===== src/rtl/pipeline_ctrl.sv =====
// Pipeline hazard controller: load-use stalls, branch flushes, instruction-memory
// wait handling, and saturating stall/flush performance counters.
module pipeline_ctrl #(
  parameter int REG_WIDTH    = 5,
  parameter int FLUSH_CYCLES = 1,
  parameter int CNT_WIDTH    = 16
) (
  input  logic                 i_Clock,
  input  logic                 i_Reset,
  input  logic [REG_WIDTH-1:0] i_IFID_RS1,
  input  logic [REG_WIDTH-1:0] i_IFID_RS2,
  input  logic [REG_WIDTH-1:0] i_IDEX_RD,
  input  logic                 i_IDEX_MemRead,
  input  logic                 i_BranchTaken,
  input  logic                 i_IMemReady,
  input  logic                 i_CntClear,
  output logic                 o_PCStall,
  output logic                 o_IFIDStall,
  output logic                 o_IFIDFlush,
  output logic                 o_IDEXFlush,
  output logic                 o_FetchAbort,
  output logic [1:0]           o_State,
  output logic [CNT_WIDTH-1:0] o_StallCount,
  output logic [CNT_WIDTH-1:0] o_FlushCount
);

  typedef enum logic [1:0] {
    S_RUN       = 2'd0,
    S_FLUSH     = 2'd1,
    S_IMEM_WAIT = 2'd2
  } state_t;

  localparam bit                   MULTI_FLUSH  = (FLUSH_CYCLES > 1);
  localparam logic [2:0]           FLUSH_RELOAD = 3'(FLUSH_CYCLES - 1);
  localparam logic [CNT_WIDTH-1:0] CNT_MAX      = '1;

  state_t                 r_state;
  state_t                 w_next_state;
  logic [2:0]             r_flush_cnt;
  logic [2:0]             w_next_flush_cnt;
  logic                   w_load_use;
  logic                   w_flush_event;
  logic [CNT_WIDTH-1:0]   r_stall_count;
  logic [CNT_WIDTH-1:0]   r_flush_count;

  assign w_load_use = i_IDEX_MemRead && (i_IDEX_RD != '0) &&
                      ((i_IDEX_RD == i_IFID_RS1) || (i_IDEX_RD == i_IFID_RS2));

  // NOTE: every signal written here gets a default first so no path leaves it
  // unassigned; a missing default would infer a latch.
  always_comb begin
    w_next_state     = r_state;
    w_next_flush_cnt = r_flush_cnt;
    w_flush_event    = 1'b0;
    o_PCStall        = 1'b0;
    o_IFIDStall      = 1'b0;
    o_IFIDFlush      = 1'b0;
    o_IDEXFlush      = 1'b0;
    o_FetchAbort     = 1'b0;

    if (!i_Reset) begin
      // A taken branch wins in every legal state; it always restarts the flush window.
      if (i_BranchTaken && (r_state != 2'd3)) begin
        o_IFIDFlush      = 1'b1;
        o_IDEXFlush      = 1'b1;
        o_FetchAbort     = (r_state == S_IMEM_WAIT);
        w_flush_event    = 1'b1;
        w_next_state     = MULTI_FLUSH ? S_FLUSH : S_RUN;
        w_next_flush_cnt = MULTI_FLUSH ? FLUSH_RELOAD : 3'd0;
      end else begin
        case (r_state)
          S_RUN: begin
            if (!i_IMemReady) begin
              o_PCStall    = 1'b1;
              o_IFIDFlush  = 1'b1;
              w_next_state = S_IMEM_WAIT;
            end else if (w_load_use) begin
              o_PCStall   = 1'b1;
              o_IFIDStall = 1'b1;
              o_IDEXFlush = 1'b1;
            end
          end
          S_FLUSH: begin
            o_IFIDFlush      = 1'b1;
            o_IDEXFlush      = 1'b1;
            w_next_flush_cnt = r_flush_cnt - 3'd1;
            if (r_flush_cnt == 3'd1) w_next_state = S_RUN;
          end
          S_IMEM_WAIT: begin
            if (i_IMemReady) begin
              w_next_state = S_RUN;
            end else begin
              o_PCStall   = 1'b1;
              o_IFIDFlush = 1'b1;
            end
          end
          default: begin
            w_next_state     = S_RUN;
            w_next_flush_cnt = 3'd0;
          end
        endcase
      end
    end
  end

  // NOTE: sequential state uses non-blocking assignments so all registers
  // update from the same pre-edge values.
  always_ff @(posedge i_Clock or posedge i_Reset) begin
    if (i_Reset) begin
      r_state     <= S_RUN;
      r_flush_cnt <= 3'd0;
    end else begin
      r_state     <= w_next_state;
      r_flush_cnt <= w_next_flush_cnt;
    end
  end

  always_ff @(posedge i_Clock or posedge i_Reset) begin
    if (i_Reset) begin
      r_stall_count <= '0;
      r_flush_count <= '0;
    end else if (i_CntClear) begin
      r_stall_count <= '0;
      r_flush_count <= '0;
    end else begin
      if (o_PCStall && (r_stall_count != CNT_MAX))
        r_stall_count <= r_stall_count + CNT_WIDTH'(1);
      if (w_flush_event && (r_flush_count != CNT_MAX))
        r_flush_count <= r_flush_count + CNT_WIDTH'(1);
    end
  end

  assign o_State      = r_state;
  assign o_StallCount = r_stall_count;
  assign o_FlushCount = r_flush_count;

endmodule


===== config.mk =====
export PLATFORM = sky130hd
export DESIGN_NAME = pipeline_ctrl
export DESIGN_NICKNAME = d
export VERILOG_FILES = /design/src/rtl/pipeline_ctrl.sv
export SDC_FILE = /design/constraint.sdc
export NUM_CORES = 1
export LEC_CHECK = 0
export BUFFER_PORTS_ARGS = -buffer_cell sky130_fd_sc_hd__buf_2
export CAP_MARGIN = 20
export CELL_PAD_IN_SITES_DETAIL_PLACEMENT = 0
export CELL_PAD_IN_SITES_GLOBAL_PLACEMENT = 2
export CORE_MARGIN = 3
export CORE_UTILIZATION = 29
export CTS_CLUSTER_SIZE = 20
export DETAILED_ROUTE_END_ITERATION = 16
export PLACE_DENSITY_LB_ADDON = 0.1
export SETUP_SLACK_MARGIN = 0.4
export SLEW_MARGIN = 20
export SYNTH_ARGS = -nofsm -noshare
export SYNTH_HDL_FRONTEND = slang
export SYNTH_SLANG_ARGS = --single-unit

===== constraint.sdc =====
create_clock -name i_Clock -period 2.2 [get_ports i_Clock]
set_input_delay 0.11 -clock i_Clock [delete_from_list [all_inputs] [get_ports i_Clock]]
set_output_delay 0.11 -clock i_Clock [all_outputs]
set_load 0.02 [all_outputs]

==> results_dict.tcl, run 1 <==
set metrics [dict create \
    cts_tree "yes" \
    synth.area.mux_share 0.0116 \
    grt_pass1_vias 1905 \
    yosysSeqAreaShare 0.426 \
    p_total_uw 1250 \
    final_common_cell "buf_2" \
    synth.area.top_cells "dfrtp_1, xnor2_1, nor2_1, a21oi_1, nand2_1" \
    drt_iter0_drc 64 \
    synth_fa_ha_area_frac 0.0129 \
    overflow 0 \
    worstPathMaxFanout 7 \
    synth_compound_area_frac 0.115 \
    synth_area_per_cell_um2 8.77 \
    ctsRootBufferMaster "clkbuf_8" \
    yosysTopAreaCellShare 0.426 \
    clock_sinks 33 \
    setup_tns_ps 0 \
    coreArea_um2 6420 \
    drc 0 \
    skew_ps 9.16 \
    synth-edff-count 0 \
    p_sw_frac 0.261 \
    portBuffers 58 \
    synth-async-reset-ratio 1.00 \
    cts_hold_buf 0 \
    avgViaCountPerCell 4.95 \
    critPathKind "flop to flop" \
    crit_path_top_delay_cell "or4_1" \
    drive_gt1_frac 0.456 \
    die_area_um2 7700 \
    ant_nets 0 \
    status "complete, no violations" \
    clk_latency_ps 300 \
    numCtsBuffers 5 \
    finalHoldViolations 0 \
    ios 60 \
    synth-xor-area-share 0.117 \
    finalNetCount 338 \
    die_h_um 87.8 \
    leakage_uw 0.00129 \
    cp_data_arrival_time_ps 2170 \
    diodes 0 \
    start_util 0.302 \
    p_sw_uw 326 \
    fmax_ghz 0.514 \
    synthCells 221 \
    maxCapViolations 0 \
    synth.cell_area_um2 1940 \
    synthToLayoutAreaGrowth_pct 46.7 \
    hold_path.class "input pin to asynchronous set/reset pin" \
    pwr-share-comb 0.114 \
    crit_chain "nand4_1 > nor4_4 > or3_1 > o21a_4 > or4_1 > a21oi_1" \
    routed_wl_um 5720 \
    rrSetupSlack_ps 260 \
    grt_use_total 0.154 \
    yosys.area_share.simple 0.280 \
    antenna_found_initial 0 \
    cp-start-kind "flop" \
    grt_pass1_wl_um 9260 \
    ctsLongestPathBuffers 2 \
    die_x_um 87.8 \
    rows 29 \
    end_kind "flop" \
    min_period_over_period 0.884 \
    htree_levels 2 \
    place_congestion 0.725 \
    seq_power_share 0.494 \
    slew_violations 0 \
    synth.distinct_cells 34 \
    slowest_delay_ps 470 \
    power.density_nw_per_um2 439 \
    fin_util 0.443 \
    peakVddDrop_uv 195 \
    intPower_uw 923 \
    ys_warn_count 0 \
    ys.flop_type "dfrtp_1" \
    dpl_cell_area_um2 2380 \
    yosysTopAreaCell "dfrtp_1" \
    power_frac_clock 0.392 \
    stdcell_area_um2 2840 \
    grt_setup_unrepaired "yes" \
    wl_per_cell_um 14.6 \
    vias 1944 \
    first_pass_iters 4 \
    synth-seq-cells 33 \
    path_clk_slew_ps 70 \
    grt_max_degree 36 \
    setup_viol 0 \
    critical_path_required_ps 2420 \
    layout_common_cells "buf_2, buf_4, nor2_1" \
    min_period_ps 1940 \
    dp.final_hpwl_um 3660 \
    synth_top_family_by_area "simple AND/OR/NAND/NOR gates" \
    syn-num-nets 244 \
]
[state kept, by name, indices dropped and copies added (netlist names)]
| name | cells |
|---|---|
| o_State | 1 |
| o_StallCount | 16 |
| o_FlushCount | 16 |
[cell families (layout without fill, tap and decap cells)]
logic type | after synthesis | after routing
adder cells (fa/ha/maj) | 2 | 2
XOR/XNOR | 26 | 26
AO/OA/AOI/OAI | 40 | 40
buffers and inverters | 14 | 109
multiplexers | 2 | 2
other | 1 | 1
AND/OR/NAND/NOR | 103 | 103
flip-flops | 33 | 33
[path summary, 6_finish.rpt]
| kind | start | end | depth (start not counted) |
|---|---|---|---|
| max | o_StallCount[12] | o_StallCount[14] | 6 |
| min | i_Reset | o_FlushCount[13] | 3 |
| max reg2reg | o_StallCount[12] | o_StallCount[14] | 6 |
| min reg2reg | o_FlushCount[15] | o_FlushCount[15] | 2 |
| max in group asynchronous | i_Reset | o_FlushCount[6] | 3 |
| min in group i_Clock | i_Reset | o_State[1] | 3 |
[layout make-up]
| class | instances | area [um^2] |
|---|---|---|
| multi-input combinational | 174 | 1210 |
| inverter | 7 | 30.0 |
| clock buffer | 8 | 90.1 |
| tap | 77 | 96.3 |
| sequential | 33 | 840 |
| fill | 667 | 3580 |
| timing repair buffer | 94 | 572 |
[per-stage QoR]
| step | cells | setup slack [ps] | hold WS [ps] |
|---|---|---|---|
| final | 393 | 256 | 17.0 |
| after global routing | 393 | 168 | 54.2 |
| after CTS | 386 | 248 | 23.4 |
| after detailed placement | 355 | 122 | 348 |
| after global placement | 355 | 153 | 345 |
| after floorplan | 221 | 258 | 53.7 |
[critical path, delay by kind of cell, from the launching register on]
kind	cells	cell delay (ps)
flops	1	380
simple gates	4	1120
compound gates	2	370
[synth_stat cells, drive strengths merged (2+ instances only)]
| cell type | n |
|---|---|
| dfrtp | 33 |
| nor2 | 24 |
| nand2 | 22 |
| xnor2 | 18 |
| a21oi | 17 |
| o21ai | 14 |
| or3 | 14 |
| nand3 | 10 |
| nand4 | 9 |
| xor2 | 8 |
| inv | 7 |
| and3 | 4 |
| buf | 4 |
| nor3 | 4 |
| nor4 | 4 |
| and4 | 3 |
| clkbuf | 3 |
| nor2b | 3 |
| or4 | 3 |
| a211oi | 2 |
| and2 | 2 |
| ha | 2 |
| mux2 | 2 |
| o21a | 2 |
| o31ai | 2 |
[metal layers]
metal	wire length, um	track usage	vias to the layer above
li1	-	-	966
met1	2570	0.193	934
met2	2840	0.260	38
met3	253	0.0339	6
met4	61	0.0586	0
met5	0	0	-
[power groups by stage]
stage                     clock network (uW)  registers (uW)  logic [uW]
after global routing                     537             617         160
after detailed placement                   0             630         131
after CTS                                511             616         141
after global placement                     0             629         132
after floorplan                            0             635        71.5
final                                    489             617         143
[repair_timing]
item / in CTS / in global routing
gates cloned: 0 / 1
buffers inserted: 23 / 6
resized for setup: 12 / 29
pin swaps: 9 / 12
setup endpoints to repair: 18 / 28
No activity file was read; power rests on OpenSTA's default activity.
==> run 2: changes to the inputs <==
- CTS_BUF_LIST: not set -> sky130_fd_sc_hd__clkbuf_16
==> run 2 against run 1 <==
Effect of this change: fmax grew 0.74%; cell area is 2.6% higher; combinational power about the same; sequential share of layout area fell by 0.72 points; global-route usage fell by 0.13 points; worst hold slack improved by 17 ps; final cell count grew 0.51%; critical path depth is the same; via count fell by 0.57%; largest power group is now clock.
==> results_dict.tcl, run 2 (same netlist as run 1, synthesis figures left out) <==
set metrics [dict create \
    first_pass_iters 4 \
    setup_tns_ps 0 \
    power.density_nw_per_um2 489 \
    leakage_uw 0.00133 \
    setup_viol 0 \
    worst_slack_ps 270 \
    clock_sinks 33 \
    die_area_um2 7700 \
    intPower_uw 1080 \
    vias 1933 \
    p_sw_uw 350 \
    htree_levels 2 \
    routed_wl_um 5780 \
    start_util 0.302 \
    ios 60 \
    crit_buf_inv 0 \
    status "complete, no violations" \
    clk_latency_ps 280 \
    critical_path_required_ps 2400 \
    worstPathMaxFanout 7 \
    synthToLayoutAreaGrowth_pct 50.5 \
    finalHoldViolations 0 \
    crit_family "simple AND/OR/NAND/NOR gates" \
    min_period_over_period 0.877 \
    pwr-share-comb 0.101 \
    final_common_cell "buf_2" \
    wl_per_cell_um 14.6 \
    cts_tree "yes" \
    finalNetCount 340 \
    worstReg2RegStart "o_StallCount[4]" \
    multiInputGateArea_um2 1220 \
    hold_path.class "input pin to asynchronous set/reset pin" \
    coreArea_um2 6420 \
    ant_nets 0 \
    peakVddDrop_uv 261 \
    ctsLongestPathBuffers 2 \
    place_congestion 0.725 \
    grt_use_total 0.153 \
    rrSetupSlack_ps 270 \
    die_h_um 87.8 \
    maxCapViolations 0 \
    grt_max_degree 36 \
    grt_setup_unrepaired "yes" \
    slew_violations 0 \
    drc 0 \
    power_frac_clock 0.465 \
    layout_common_cells "buf_2, buf_4, nor2_1" \
    drive_gt1_frac 0.456 \
    critPathKind "flop to flop" \
    antenna_found_initial 0 \
    path_clk_slew_ps 60 \
    crit_path_top_delay_cell "or4_1" \
    dp.final_hpwl_um 3660 \
    cp_data_arrival_time_ps 2130 \
    end_kind "flop" \
    grt_pass1_wl_um 9180 \
    ff_latch_area_um2 841 \
    p_sw_frac 0.245 \
    post-place-ws_ps 122 \
    hold_ws_ps 33.9 \
    fin_util 0.454 \
    fillers 648 \
    portBuffers 58 \
    grt_pass1_vias 1884 \
    reg2regPathDepth 6 \
    cts_hold_buf 0 \
    crit_chain "nand4_1 > nor4_4 > or3_1 > o21a_4 > or4_1 > a21oi_1" \
    cp-start-kind "flop" \
    drt_iter0_drc 49 \
    rows 29 \
    r2r_end "o_StallCount[14]" \
    diodes 0 \
    fmax_ghz 0.518 \
    numCtsBuffers 5 \
    seq_power_share 0.434 \
    slowest_delay_ps 470 \
    skew_ps 7.82 \
    ctsRootBufferMaster "clkbuf_16" \
    die_x_um 87.8 \
    min_period_ps 1930 \
    avgViaCountPerCell 4.89 \
    p_total_uw 1430 \
    overflow 0 \
]
==> run 2: what timing repair did <==
action,CTS,global route
setup buffers,23,8
gates resized for setup,12,31
gates cloned,0,1
pin swaps,9,14
setup endpoints to repair,17,28
==> run 2: worst min-delay path, cell delays in order <==
cell and delay [ps]:
buf_2 150, clkinvlp_4 80, buf_4 400
==> run 2: power by group through the flow <==
| stage | clock network [uW] | logic [uW] | registers (uW) |
|---|---|---|---|
| after floorplan | 0 | 71.5 | 635 |
| after global placement | 0 | 132 | 629 |
| after detailed placement | 0 | 131 | 630 |
| after CTS | 685 | 141 | 617 |
| after global routing | 708 | 162 | 619 |
| final | 663 | 144 | 618 |
==> run 2: cell type report <==
| class | count | area share |
|---|---|---|
| repair buffers | 96 | 0.202 |
| clock buffers | 5 | 0.0429 |
| multi-input cells | 174 | 0.419 |
| clock inverters | 3 | 0.00386 |
| inverters | 7 | 0.0103 |
| well taps | 77 | 0.0330 |
| flip-flops and latches | 33 | 0.288 |
==> run 2: stage by stage <==
stage	std cells	instance area, um^2
floorplan	221	1990
global placement	355	2380
detailed placement	355	2380
CTS	386	2750
global route	395	2920
finish	395	2920
==> run 2: worst max path at each step <==
stage                startpoint          endpoint  slack, ps  depth (start not counted)
2_1_floorplan   o_StallCount[5]  o_StallCount[10]        260                          7
3_3_place_gp    o_StallCount[7]  o_StallCount[14]        150                          6
3_5_place_dp   o_StallCount[12]  o_StallCount[14]        120                          6
4_1_cts         o_StallCount[9]  o_StallCount[14]        260                          6
5_1_grt         o_StallCount[0]  o_StallCount[15]        190                          7
6_report        o_StallCount[4]  o_StallCount[14]        270                          6
==> run 2: per-layer routing <==
metal / vias to the layer above / wire (um) / share of wire / global-route usage
met2: 36 / 2810 / 0.49 / 0.252
met4: 0 / 44 / 0.0076 / 0.0460
li1: 970 / - / - / -
met1: 923 / 2680 / 0.46 / 0.195
met5: - / 0 / 0 / 0
met3: 4 / 246 / 0.043 / 0.0423
==> run 3: changes to the inputs <==
- CORE_ASPECT_RATIO: not set -> 0.9
==> run 3 against run 2 <==
Effect of this change: combinational power barely moved; clock-buffer cell count unchanged; fmax shrank 0.21%; power grew 1.2%; sequential share of layout area decreased by 0.79 points; cell area is 3.0% higher; largest cell class unchanged; first-iteration DRC count shrank 12%.
==> results_dict.tcl, run 3 (same netlist as run 1, synthesis figures left out) <==
set metrics [dict create \
    status "complete, no violations" \
    rows 27 \
    setup_viol 0 \
    top_layer "met4" \
    r2r_end "o_StallCount[14]" \
    htree_levels 2 \
    routed_wl_um 5830 \
    dr_wl_met3_um 197 \
    p_sw_frac 0.249 \
    wl_per_cell_um 14.3 \
    layout_common_cells "buf_2, buf_4, nor2_1" \
    grt_max_degree 36 \
    leakage_uw 0.00135 \
    p_sw_uw 359 \
    critPathKind "flop to flop" \
    ctsRootBufferMaster "clkbuf_16" \
    critical_path_required_ps 2410 \
    power_frac_clock 0.473 \
    fmax_ghz 0.517 \
    reg2regPathDepth 6 \
    cp_data_arrival_time_ps 2140 \
    relSlewSlack 0.657 \
    ant_nets 0 \
    die_x_um 92.2 \
    cp-startpoint "o_StallCount[14]" \
    dp.final_hpwl_um 3840 \
    grt_pass1_wl_um 9430 \
    post-place-ws_ps 80.3 \
    worstMarginPinSlew_ps 514 \
    synthToLayoutAreaGrowth_pct 55.0 \
    clk_latency_ps 280 \
    cts_tree "yes" \
    die_h_um 83.6 \
    slew_violations 0 \
    power.density_nw_per_um2 480 \
    start_util 0.308 \
    min_period_over_period 0.879 \
    wl_met1_um 2940 \
    final_common_cell "buf_2" \
    finalHoldViolations 0 \
    first_pass_iters 4 \
    overflow 0 \
    hold_path.class "input pin to asynchronous set/reset pin" \
    cp-start-kind "flop" \
    clock_sinks 33 \
    worstPathMaxFanout 4 \
    ios 60 \
    rrSetupSlack_ps 270 \
    numCtsBuffers 5 \
    fillers 640 \
    path_clk_slew_ps 60 \
    diodes 0 \
    intPower_uw 1080 \
    seq_power_share 0.428 \
    drc 0 \
    coreArea_um2 6280 \
    worst_slack_ps 266 \
    drt_iter0_drc 43 \
    worstReg2RegStart "o_StallCount[14]" \
    min_period_ps 1930 \
    ctsLongestPathBuffers 2 \
    pwr-share-comb 0.099 \
    grt_pass1_vias 1874 \
    skew_ps 7.44 \
    die_area_um2 7700 \
    finalNetCount 344 \
    drive_gt1_frac 0.497 \
    grt_use_total 0.151 \
    peakVddDrop_uv 235 \
    end_kind "flop" \
    avgViaCountPerCell 4.81 \
    portBuffers 58 \
    vias 1968 \
    place_congestion 0.731 \
    antenna_found_initial 0 \
    maxCapViolations 0 \
    wl_met2_um 2660 \
    grt_setup_unrepaired "yes" \
    setup_tns_ps 0 \
]
## run 3: cell types whose count changed in the layout (fill, tap and decap cells not counted), moves of 2 or more
cell,previous run,this run
xnor2_2,1,3
clkinv_2,0,2
nand2_1,21,17
xnor2_1,17,15
nand2_2,1,4
buf_4,34,37
inv_1,8,6
## run 3: layer usage
layer,up-vias,GRT usage
met5,-,0
met4,0,0.0324
met3,2,0.0424
met2,28,0.221
met1,957,0.221
li1,981,-
## run 3: layout make-up
cell class / instances / area (um^2) / share of cell area
Clock buffer: 5 / 125 / 0.0416
Clock inverter: 3 / 17.5 / 0.00583
Inverter: 7 / 30.0 / 0.0100
Multi-Input combinational cell: 174 / 1250 / 0.415
Sequential cell: 33 / 842 / 0.280
Tap cell: 87 / 109 / 0.0362
Timing Repair Buffer: 100 / 633 / 0.211
## run 3: worst max-delay path: stages, from the launching register on
cell     delay, ps
dfrtp_1        410
nand4_1        190
nor4_4          70
or3_1          360
o21a_4         230
or4_4          480
a21oi_2        130
## run 3: worst max path at each step
stage | to | slack [ps] | cells after the start
final | o_StallCount[14] | 270 | 6
after global routing | o_StallCount[4] | 180 | 7
after CTS | o_StallCount[14] | 240 | 6
after detailed placement | o_StallCount[14] | 80 | 6
after global placement | o_StallCount[14] | 150 | 6
after floorplan | o_StallCount[10] | 260 | 7
## run 3: what timing repair did
| item | in CTS | in global routing |
|---|---|---|
| hold buffers | 0 | 0 |
| gates cloned | 0 | 1 |
| gates resized for setup | 10 | 43 |
| setup endpoints to repair | 21 | 29 |
| endpoints found under the hold margin | 0 | 0 |
| pin swaps | 8 | 22 |
| buffers inserted | 18 | 14 |
## run 3: power groups by stage
stage / Combinational (uW) / Sequential, uW / Clock, uW
final: 143 / 617 / 682
after detailed placement: 131 / 629 / 0
after global placement: 132 / 629 / 0
after global routing: 161 / 618 / 730
after floorplan: 71.5 / 635 / 0
after CTS: 137 / 617 / 699
## run 3: through the flow
step / util / power, uW / area, um^2 / cells / hold slack (ps)
global route: 0.478 / 1510 / 3000 / 409 / 88.9
floorplan: - / 706 / 1990 / 221 / 53.7
global placement: 0.384 / 761 / 2410 / 368 / 334
finish: 0.478 / 1440 / 3000 / 409 / 22.3
detailed placement: 0.384 / 760 / 2410 / 368 / 334
CTS: 0.438 / 1450 / 2750 / 394 / 42.6
